==> src/rtl/spi_flash_reader.sv <==
// Flash READ command sequencer in front of the SPI byte engine: sends opcode,
// 24-bit address and N dummy bytes, and streams the received data bytes out.
module spi_flash_reader #(
  parameter logic [7:0]  CMD_READ   = 8'h03,
  parameter int unsigned LEN_W      = 16,
  parameter int unsigned GAP_CYCLES = 8
) (
  input  logic             sclk,
  input  logic             rst_n,
  input  logic             start,
  input  logic [23:0]      addr,
  input  logic [LEN_W-1:0] len,
  output logic             busy,
  output logic             done,
  output logic [7:0]       rd_data,
  output logic             rd_valid,
  output logic             spi_en,
  output logic [7:0]       spi_datasend,
  input  logic             spi_dataflag,
  input  logic [7:0]       spi_datarecv
);

  localparam int unsigned GAP_W = (GAP_CYCLES < 2) ? 1 : $clog2(GAP_CYCLES);
  // The done/IDLE cycle is the last low cycle of spi_en, so GAP itself lasts GAP_CYCLES-1.
  localparam logic [GAP_W-1:0] GAP_LAST = GAP_W'((GAP_CYCLES < 1) ? 0 : GAP_CYCLES - 1);

  typedef enum logic [2:0] {
    S_IDLE,
    S_CMD,
    S_A2,
    S_A1,
    S_A0,
    S_DATA,
    S_GAP
  } state_t;

  state_t           state, state_nxt;
  logic [23:0]      addr_q, addr_nxt;
  logic [LEN_W-1:0] len_q, len_nxt;
  logic [LEN_W-1:0] rem_cnt, rem_nxt;
  logic [GAP_W-1:0] gap_cnt, gap_nxt;
  logic             dataflag_q;
  logic             busy_nxt, done_nxt, rd_valid_nxt, spi_en_nxt;
  logic [7:0]       rd_data_nxt, datasend_nxt;
  logic             byte_done_c;

  // One advance per engine byte, regardless of how long dataflag stays high.
  assign byte_done_c = spi_dataflag & ~dataflag_q;

  // State and registered outputs.
  always_ff @(posedge sclk or negedge rst_n) begin
    if (!rst_n) begin
      state        <= S_IDLE;
      addr_q       <= '0;
      len_q        <= '0;
      rem_cnt      <= '0;
      gap_cnt      <= '0;
      dataflag_q   <= 1'b0;
      busy         <= 1'b0;
      done         <= 1'b0;
      rd_valid     <= 1'b0;
      rd_data      <= 8'h00;
      spi_en       <= 1'b0;
      spi_datasend <= 8'h00;
    end else begin
      state        <= state_nxt;
      addr_q       <= addr_nxt;
      len_q        <= len_nxt;
      rem_cnt      <= rem_nxt;
      gap_cnt      <= gap_nxt;
      dataflag_q   <= spi_dataflag;
      busy         <= busy_nxt;
      done         <= done_nxt;
      rd_valid     <= rd_valid_nxt;
      rd_data      <= rd_data_nxt;
      spi_en       <= spi_en_nxt;
      spi_datasend <= datasend_nxt;
    end
  end

  // Next-state and next-output logic.
  always_comb begin
    state_nxt    = state;
    addr_nxt     = addr_q;
    len_nxt      = len_q;
    rem_nxt      = rem_cnt;
    gap_nxt      = gap_cnt;
    busy_nxt     = busy;
    done_nxt     = 1'b0;
    rd_valid_nxt = 1'b0;
    rd_data_nxt  = rd_data;
    spi_en_nxt   = spi_en;
    datasend_nxt = spi_datasend;

    case (state)
      S_IDLE: begin
        gap_nxt = '0;
        if (start) begin
          if (len != '0) begin
            addr_nxt     = addr;
            len_nxt      = len;
            datasend_nxt = CMD_READ;
            spi_en_nxt   = 1'b1;
            busy_nxt     = 1'b1;
            state_nxt    = S_CMD;
          end else begin
            done_nxt = 1'b1;
          end
        end
      end

      S_CMD: begin
        if (byte_done_c) begin
          datasend_nxt = addr_q[23:16];
          state_nxt    = S_A2;
        end
      end

      S_A2: begin
        if (byte_done_c) begin
          datasend_nxt = addr_q[15:8];
          state_nxt    = S_A1;
        end
      end

      S_A1: begin
        if (byte_done_c) begin
          datasend_nxt = addr_q[7:0];
          state_nxt    = S_A0;
        end
      end

      S_A0: begin
        if (byte_done_c) begin
          datasend_nxt = 8'h00;
          rem_nxt      = len_q;
          state_nxt    = S_DATA;
        end
      end

      S_DATA: begin
        if (byte_done_c) begin
          rd_data_nxt  = spi_datarecv;
          rd_valid_nxt = 1'b1;
          if (rem_cnt != '0) begin
            rem_nxt = rem_cnt - LEN_W'(1);
          end
          if (rem_cnt <= LEN_W'(1)) begin
            spi_en_nxt = 1'b0;
            gap_nxt    = GAP_W'(1);
            state_nxt  = S_GAP;
          end
        end
      end

      S_GAP: begin
        if (gap_cnt >= GAP_LAST) begin
          done_nxt  = 1'b1;
          busy_nxt  = 1'b0;
          gap_nxt   = '0;
          state_nxt = S_IDLE;
        end else begin
          gap_nxt = gap_cnt + GAP_W'(1);
        end
      end

      default: begin
        state_nxt  = S_IDLE;
        busy_nxt   = 1'b0;
        spi_en_nxt = 1'b0;
      end
    endcase
  end

endmodule

==> config.mk <==
export PLATFORM = sky130hd
export DESIGN_NAME = spi_flash_reader
export DESIGN_NICKNAME = d
export VERILOG_FILES = /design/src/rtl/spi_flash_reader.sv
export SDC_FILE = /design/constraint.sdc
export NUM_CORES = 1
export LEC_CHECK = 0
export ABC_CLOCK_PERIOD_IN_PS = 2250
export CAP_MARGIN = 20
export CELL_PAD_IN_SITES_DETAIL_PLACEMENT = 1
export CELL_PAD_IN_SITES_GLOBAL_PLACEMENT = 2
export CORE_ASPECT_RATIO = 0.8
export CORE_MARGIN = 5
export CORE_UTILIZATION = 34
export CTS_BUF_LIST = sky130_fd_sc_hd__clkbuf_8 sky130_fd_sc_hd__clkbuf_16
export DETAILED_ROUTE_END_ITERATION = 8
export PLACE_DENSITY = 0.9
export SYNTH_ARGS = -nofsm -noshare
export SYNTH_HDL_FRONTEND = slang
export SYNTH_SLANG_ARGS = --single-unit
==> constraint.sdc <==
create_clock -name sclk -period 2.25 [get_ports sclk]
set_clock_uncertainty 0.05 [all_clocks]
set_input_delay 0.45 -clock sclk [delete_from_list [all_inputs] [get_ports sclk]]
set_output_delay 0.45 -clock sclk [all_outputs]
set_load 0.01 [all_outputs]
==> results of run 1 <==
[cell type report]
| class | instances | area, sq um |
|---|---|---|
| multi-input combinational | 247 | 1810 |
| timing repair buffer | 118 | 1100 |
| sequential | 83 | 2080 |
| tap | 148 | 185 |
| inverter | 7 | 26.3 |
| clock inverter | 4 | 47.5 |
| fill | 1219 | 5910 |
| clock buffer | 12 | 267 |
[cells in the mapped netlist, drive strengths merged (2+ instances only)]
master / instances / area, sq um
o31ai: 3 / 22.5
ha: 5 / 62.6
or4: 2 / 22.5
and2: 2 / 12.5
clkbuf: 12 / 45.0
nand3: 7 / 35.0
nand2b: 4 / 25.0
nand2: 22 / 82.6
o21a: 2 / 15.0
a41o: 2 / 20.0
a32oi: 2 / 17.5
nor3: 13 / 65.1
dfrtp: 83 / 2080
a21oi: 33 / 165
nor2b: 6 / 37.5
o2bb2ai: 2 / 17.5
o211ai: 2 / 15.0
a22o: 14 / 123
nand4: 4 / 25.0
mux2: 54 / 608
o21ai: 20 / 104
inv: 7 / 26.3
buf: 5 / 23.8
nor3b: 2 / 15.0
mux2i: 3 / 30.0
nor2: 19 / 78.8
nor4: 8 / 50.1
o22ai: 3 / 18.8
[registers in the layout, indices dropped and copies added (netlist names), 3 cells and up]
register and cells:
addr_q 24, gap_cnt 3, len_q 16, rd_data 8, rem_cnt 16, spi_datasend 8, state 3
[worst min path at each step]
| stage | startpoint | end | slack [ps] |
|---|---|---|---|
| 4_1_cts | addr_q[3] | addr_q[3] | 450 |
| 5_1_grt | addr_q[3] | addr_q[3] | 470 |
| 3_5_place_dp | rst_n | addr_q[2] | 350 |
| 3_3_place_gp | rst_n | addr_q[2] | 340 |
| 6_report | addr_q[3] | addr_q[3] | 450 |
| 2_1_floorplan | rst_n | addr_q[0] | 100 |
[layer usage]
metal	part of all wire [%]	vias up
met1	45	1631
met2	49	52
met3	3.8	12
met4	1.2	0
met5	0	-
li1	-	1534
[what timing repair did]
action,CTS,global route
cloned,0,0
endpoints found under the hold margin,26,0
gates resized for setup,1,10
hold buffers,1,0
setup endpoints to repair,1,35
buffers inserted,0,2
pin swaps,0,4
[worst reg2reg max path, cell delays in order (launching register included)]
cell and delay (ps):
dfrtp_1 390, or4_4 570, or4b_4 600, o31ai_2 290, a32oi_1 150
[power breakdown]
group / switching [W] / total (W) / internal [W]
clock: 0.000587 / 0.00153 / 0.000946
combinational: 0.00140 / 0.00300 / 0.00160
sequential: 0.000491 / 0.00270 / 0.00221
total: 0.00248 / 0.00724 / 0.00476
[metrics by stage]
step           utilization [%]  hold slack (ps)  cell area, sq um
6_report                  48.3              452              5520
5_1_grt                   48.3              467              5520
4_1_cts                   47.8              453              5460
3_5_place_dp              44.9              351              5130
3_3_place_gp              44.9              336              5130
2_1_floorplan                -              104              3950
[cell families after synthesis]
kind of cell    count (synthesis)
simple gates                   94
fa+ha+maj                       5
buf+inv                        24
flops                          83
mux                            57
compound gates                 91
==> key figures, run 1 <==
Timing
  – Slew Limit Headroom: 73.8%
  – Final setup vio count: 0
  – PnR worst setup slack: 65.0 ps
  – Slew Viols, Final: 0
  – Final Cycle Share: 97.1%
  – Worst-margin pin slew: 389 ps
  – Setup TNS: 0 ps
  – Fmax: 458 MHz
  – Tmin final: 2190 ps
  – Final hold viol count: 0

Setup path
  – Crit path capture: len_q[5]
  – Worst Setup SP: len[13]
  – Cell family with most CP delay: buffers and inverters
  – R2R Path End: spi_en
  – Max incr delay on CP: 480 ps
  – Critical path, cell by cell: clkdlybuf4s50_1 > nor4_2 > buf_4 > a41o_1 > nor2_1 > nand2_2 > buf_4 > mux2_2
  – R2r startpoint: rem_cnt[12]
  – Worst setup SP type: input pin
  – WP buf/inv: 3
  – CP Capture Type: register
  – R2R setup slack: 70 ps
  – Critical path data required time: 2420 ps
  – Worst endpoint data arrival time: 2360 ps
  – Worst-path maximum fanout: 10
  – Worst Setup Path Type: input pin to register
  – R2R depth: 4
  – Crit. path cell count: 8
  – Most used cell along the critical path: buf_4
  – CP max-delay cell: clkdlybuf4s50_1

Global routing
  – Grt peak-use layer: met2
  – Global Route Usage Sum: 17.2%
  – GRT met3 Usage: 4.77%
  – Antenna violations before repair: 0
  – First-pass GRT wire length: 18.8 mm
  – Met2 GRT Util: 27.9%
  – Overflow after GRT: 0
  – Vias in the first global route: 3670
  – Largest net degree at the start of global routing: 36
  – GRT met1 Usage: 22.9%

Layout
  – Commonest non-fill, non-tap cell in the layout: dfrtp_1
  – Layout net count: 523
  – Layout cells sized above 1: 27.8%
  – Fin cells: 619
  – Ant diodes: 0
  – Most frequent cells in the layout: dfrtp_1 (83), clkdlybuf4s50_1 (70), mux2_2 (54), buf_4 (43), a21oi_1 (33)
  – P&R area growth vs syn: 39.7%

Logic synthesis
  – Syn Inst Count: 354
  – Seq cells post-synth: 83
  – Number of distinct library cells after synthesis: 46
  – XOR/XNOR share of the synthesized area: 0%
  – Synth Area in Adders: 1.58%
  – Proportion of synthesized area in mux cells: 16.1%
  – Largest family of logic cells by synthesized area: multiplexers
  – Sequential cell area fraction in the yosys report: 52.6%
  – Synth Area in Simple Gates: 12.5%
  – Mapped Nets: 411
  – Synth Warn #: 0
  – Synth Flop Type: dfrtp_1
  – FFs w/ async S/R, synth: 100%
  – Syn Area/Cell: 11.2 sq um
  – EDFF count, synth: 0
  – Compound-Gate Fraction of Synth Area: 14.8%
  – Post-Syn Area: 3950 sq um

Detailed routing
  – Detailed Route WL: 11.2 mm
  – Routed wire per std cell: 18.0 microns
  – Routed vias: 3229
  – DR iter-0 viols: 196
  – Pre-antenna DRT Iters: 4
  – Detail Route Antenna Nets: 0
  – Via density: 5.22
  – # DRC: 0

Placed design
  – Inst Count DP: 600
  – DPL Wire Length: 8.19 mm
  – Port Buffer Count: 71
  – Setup WS pre-CTS: -318 ps
  – GP Congestion: 0.813

Clock tree
  – CTS Buf Count: 9
  – Clock Path Buffers: 2
  – Clk_lat worst skew: 340 ps
  – Worst-path clk slew: 60 ps
  – CTS H-tree depth: 3
  – Root buffer cell: clkbuf_16
  – TritonCTS clock tree: done
  – Clock Sinks: 83

Die
  – Die Area: 13900 sq um
  – Initial Util: 34.6%
  – Core ar.: 11400 sq um
  – Rows: 35
  – I/O pin count: 72
  – Die height: 106 microns
  – Die width: 131 microns

Pwr
  – Maximum VDD drop: 481 uV
  – Leak: 2.30 nW
  – Power density over the cells: 1310 nW/um^2
  – Tot Pwr: 0.00724 W

Worst hold path
  – Hold path cells: 1
  – Worst Hold Class: register to register

Job
  – Max_cap viols: 0

Run status
  – Status: finished clean
(Power assumes the default switching activity.)
==> run 2, diff against run 1 <==
- ABC_AREA: not set -> 1
- CORE_UTILIZATION: 34 -> 31
==> run 2 against run 1 <==
  * Highest routed layer unchanged
  * Die area rose by 20%
  * Power fell by 3.2%
  * Sequential share of layout area fell by 0.55 points
  * Cell area rose by 1.5%
  * Count of clock-buffer cells in the layout fell by 1
  * Non-clock buffer count fell by 31
  * Register-to-register slack improved by 370 ps
  * Combinational power fell by 1%
  * Synthesized area rose by 11%
  * Maximum frequency rose by 21%
  * Critical path depth rose by 1
==> key figures, run 2 <==
Clock tree
  – Root buffer cell: clkbuf_16
  – Clk_lat worst skew: 350 ps (about the same)
  – Post-CTS setup buffers: 0 (unchanged)
  – TritonCTS clock tree: done
  – CTS Buf Count: 9 (unchanged)
  – CTS H-tree depth: 3 (unchanged)
  – Post_cts resized: 0 (-1)
  – Worst-path clk slew: 60 ps (about the same)
  – Clock Sinks: 83 (unchanged)
  – Clock Path Buffers: 2 (unchanged)
  – CTS Hold Bufs: 0 (-1)

Logic synthesis
  – Synth area leaders: dfrtp_1 (47%), nand2_1 (18%), nand3_1 (7.6%)
  – Sequential cell area fraction in the yosys report: 47.5% (-5.1 points)
  – EDFF count, synth: 0 (unchanged)
  – XOR/XNOR share of the synthesized area: 0% (unchanged)
  – Synth Flop Type: dfrtp_1
  – Yosys top cell area share: 47.5% (-5.1 points)
  – Mapped Nets: 609 (+48%)
  – Post-Syn Area: 4370 sq um (+11%)
  – Proportion of synthesized area in mux cells: 2.06% (-14 points)
  – Synth Area in Adders: 1.43% (-0.15 points)
  – Top cells by count, synth: nand2_1 (210), dfrtp_1 (83), nand3_1 (66)
  – Largest family of logic cells by synthesized area: simple AND/OR/NAND/NOR gates
  – Syn Inst Count: 552 (+56%)
  – Seq cells post-synth: 83 (unchanged)
  – Number of distinct library cells after synthesis: 32 (-30%)
  – FFs w/ async S/R, synth: 100% (unchanged)
  – Syn Area/Cell: 7.92 sq um (-29%)
  – Most frequent cell after synthesis: nand2_1
  – Synth Warn #: 0 (unchanged)
  – Dominant cell type by area after synthesis: dfrtp_1
  – Compound-Gate Fraction of Synth Area: 6.21% (-8.6 points)
  – Synth Area in Simple Gates: 35.9% (+23 points)

Timing
  – Setup TNS: 0 ps (unchanged)
  – Tmin final: 1810 ps (-375 ps)
  – Unrepaired setup endpoints after global routing: no
  – Final setup vio count: 0 (unchanged)
  – Final Cycle Share: 80.5% (-17 points)
  – Worst-margin pin slew: 614 ps (+225 ps)
  – Slew Viols, Final: 0 (unchanged)
  – Final hold viol count: 0 (unchanged)
  – Slew Limit Headroom: 59.1% (-15 points)
  – Fmax: 552 MHz (+21%)

Die
  – Die width: 143 microns (+9.4%)
  – Die Area: 16600 sq um (+20%)
  – Die height: 116 microns (+9.2%)
  – Core ar.: 13700 sq um (+20%)
  – Rows: 38 (+8.6%)
  – Initial Util: 31.9% (-2.6 points)
  – I/O pin count: 72 (unchanged)

Layout
  – Max FFs per register: 24 (unchanged)
  – Largest Register: addr_q
  – Utilization after layout: 40.9% (-7.4 points)
  – Commonest non-fill, non-tap cell in the layout: nand2_1
  – P&R area growth vs syn: 28.0%
  – Layout net count: 688 (+32%)
  – Most frequent cells in the layout: nand2_1 (210), dfrtp_1 (83), clkdlybuf4s50_1 (70), nand3_1 (66), nor2_1 (39)
  – Ant diodes: 0 (unchanged)
  – Largest regs: addr_q: 24 flops, len_q: 16 flops, rem_cnt: 16 flops
  – Layout cells sized above 1: 13.4% (-14 points)

Setup path
  – Most used cell along the critical path: nand2_1
  – Worst setup SP type: register
  – Cell family with most CP delay: simple AND/OR/NAND/NOR gates
  – Worst endpoint data arrival time: 2000 ps (-360 ps)
  – Critical path, cell by cell: inv_1 > ha_1 > nand3_1 > inv_1 > nand2_1 > o21ai_0 > nand2_1 > nand2_1 > nand2_1
  – Worst Setup Path Type: register to register
  – Worst-path maximum fanout: 4 (-6)
  – R2r startpoint: rem_cnt[0]
  – Critical path data required time: 2440 ps (+20 ps)
  – R2R Path End: rem_cnt[12]
  – WP buf/inv: 2 (-1)
  – R2R depth: 9 (+5)
  – Max incr delay on CP: 400 ps (-80 ps)
  – CP max-delay cell: dfrtp_1
  – R2R setup slack: 440 ps (+370 ps)
  – CP Capture Type: register

Global routing
  – Vias in the first global route: 4170 (+14%)
  – Grt peak-use layer: met2
  – Largest net degree at the start of global routing: 43 (+19%)
  – Met2 GRT Util: 25.4% (-2.4 points)
  – GRT met1 Usage: 22.5% (-0.43 points)
  – Overflow after GRT: 0 (unchanged)
  – Global Route Usage Sum: 16.4% (-0.79 points)
  – Antenna violations before repair: 0 (unchanged)
  – GRT met3 Usage: 5.69% (+0.92 points)
  – First-pass GRT wire length: 21.4 mm (+14%)

Detailed routing
  – # DRC: 0 (unchanged)
  – Detail Route Antenna Nets: 0 (unchanged)
  – Via density: 4.78 (-8.3%)
  – Routed vias: 3903 (+21%)
  – DR iter-0 viols: 245 (+25%)
  – Routed wire per std cell: 15.6 microns (-14%)
  – Detailed Route WL: 12.7 mm (+14%)
  – Pre-antenna DRT Iters: 4 (unchanged)

Placed design
  – Port Buffer Count: 71 (unchanged)
  – GP Congestion: 0.824 (+1.4%)
  – DPL Wire Length: 9.53 mm (+16%)

Pwr
  – Power density over the cells: 1250 nW/um^2 (-4.6%)
  – Maximum VDD drop: 486 uV (+1.1%)
  – Tot Pwr: 0.00701 W (-3.2%)
  – Leak: 2.77 nW (+21%)

Job
  – Max_cap viols: 0 (unchanged)

Worst hold path
  – Worst Hold Class: input pin to async pin

Run status
  – Status: finished clean
==> run 2: worst register-to-register path, cell delays in order (launching register included) <==
cell and delay, ps:
dfrtp_1 400, inv_1 140, ha_1 260, nand3_1 190, inv_1 200, nand2_1 120
o21ai_0 150, nand2_1 70, nand2_1 70, nand2_1 50
==> run 2: power breakdown <==
part	leakage [nW]	switching, W	total [W]	internal (W)
registers	1.04	0.000488	0.00263	0.00214
logic	1.60	0.00179	0.00296	0.00117
clock network	0.139	0.000614	0.00141	0.000800
==> run 2: final cells by class <==
| class | instances | area, sq um |
|---|---|---|
| clock buffers | 11 | 253 |
| well taps | 180 | 225 |
| inverters | 44 | 168 |
| flip-flops and latches | 83 | 2080 |
| repair buffers | 87 | 853 |
| fillers | 1684 | 8090 |
| clock inverters | 5 | 28.8 |
| multi-input cells | 406 | 2000 |
==> run 2: logic make-up (layout without fill, tap and decap cells) <==
| group | Yosys count | after routing |
|---|---|---|
| AOI/OAI and AO/OA | 44 | 44 |
| adders and majority gates | 5 | 5 |
| buffers and inverters | 63 | 147 |
| DFF | 83 | 83 |
| muxes | 8 | 8 |
| and+or+nand+nor | 349 | 349 |
==> run 2: through the flow <==
stage                     setup WS (ps)  cell area, sq um  instances  hold WS, ps
after floorplan                     771              4370        552          104
after global placement              251              5320        800          405
after detailed placement            179              5320        800          408
after CTS                           442              5600        816         82.7
after global routing                176              5600        816          111
final                               440              5600        816         62.3
==> run 2: how the worst max path moves through the flow <==
stage                       startpoint          end  slack (ps)  cells past startpoint
final                       rem_cnt[0]  rem_cnt[12]         440                      9
after global routing        rem_cnt[1]  rem_cnt[12]         180                      9
after detailed placement       len[11]    addr_q[1]         180                      9
after floorplan             gap_cnt[0]     state[2]         770                     10
after CTS                   rem_cnt[0]  rem_cnt[12]         440                      9
after global placement    spi_dataflag   rd_data[6]         250                      5
==> run 2: routing by layer <==
| metal | wire (microns) | up-vias |
|---|---|---|
| met1 | 6130 | 1906 |
| li1 | - | 1918 |
| met4 | 67 | 0 |
| met5 | 0 | - |
| met3 | 855 | 6 |
| met2 | 5670 | 73 |
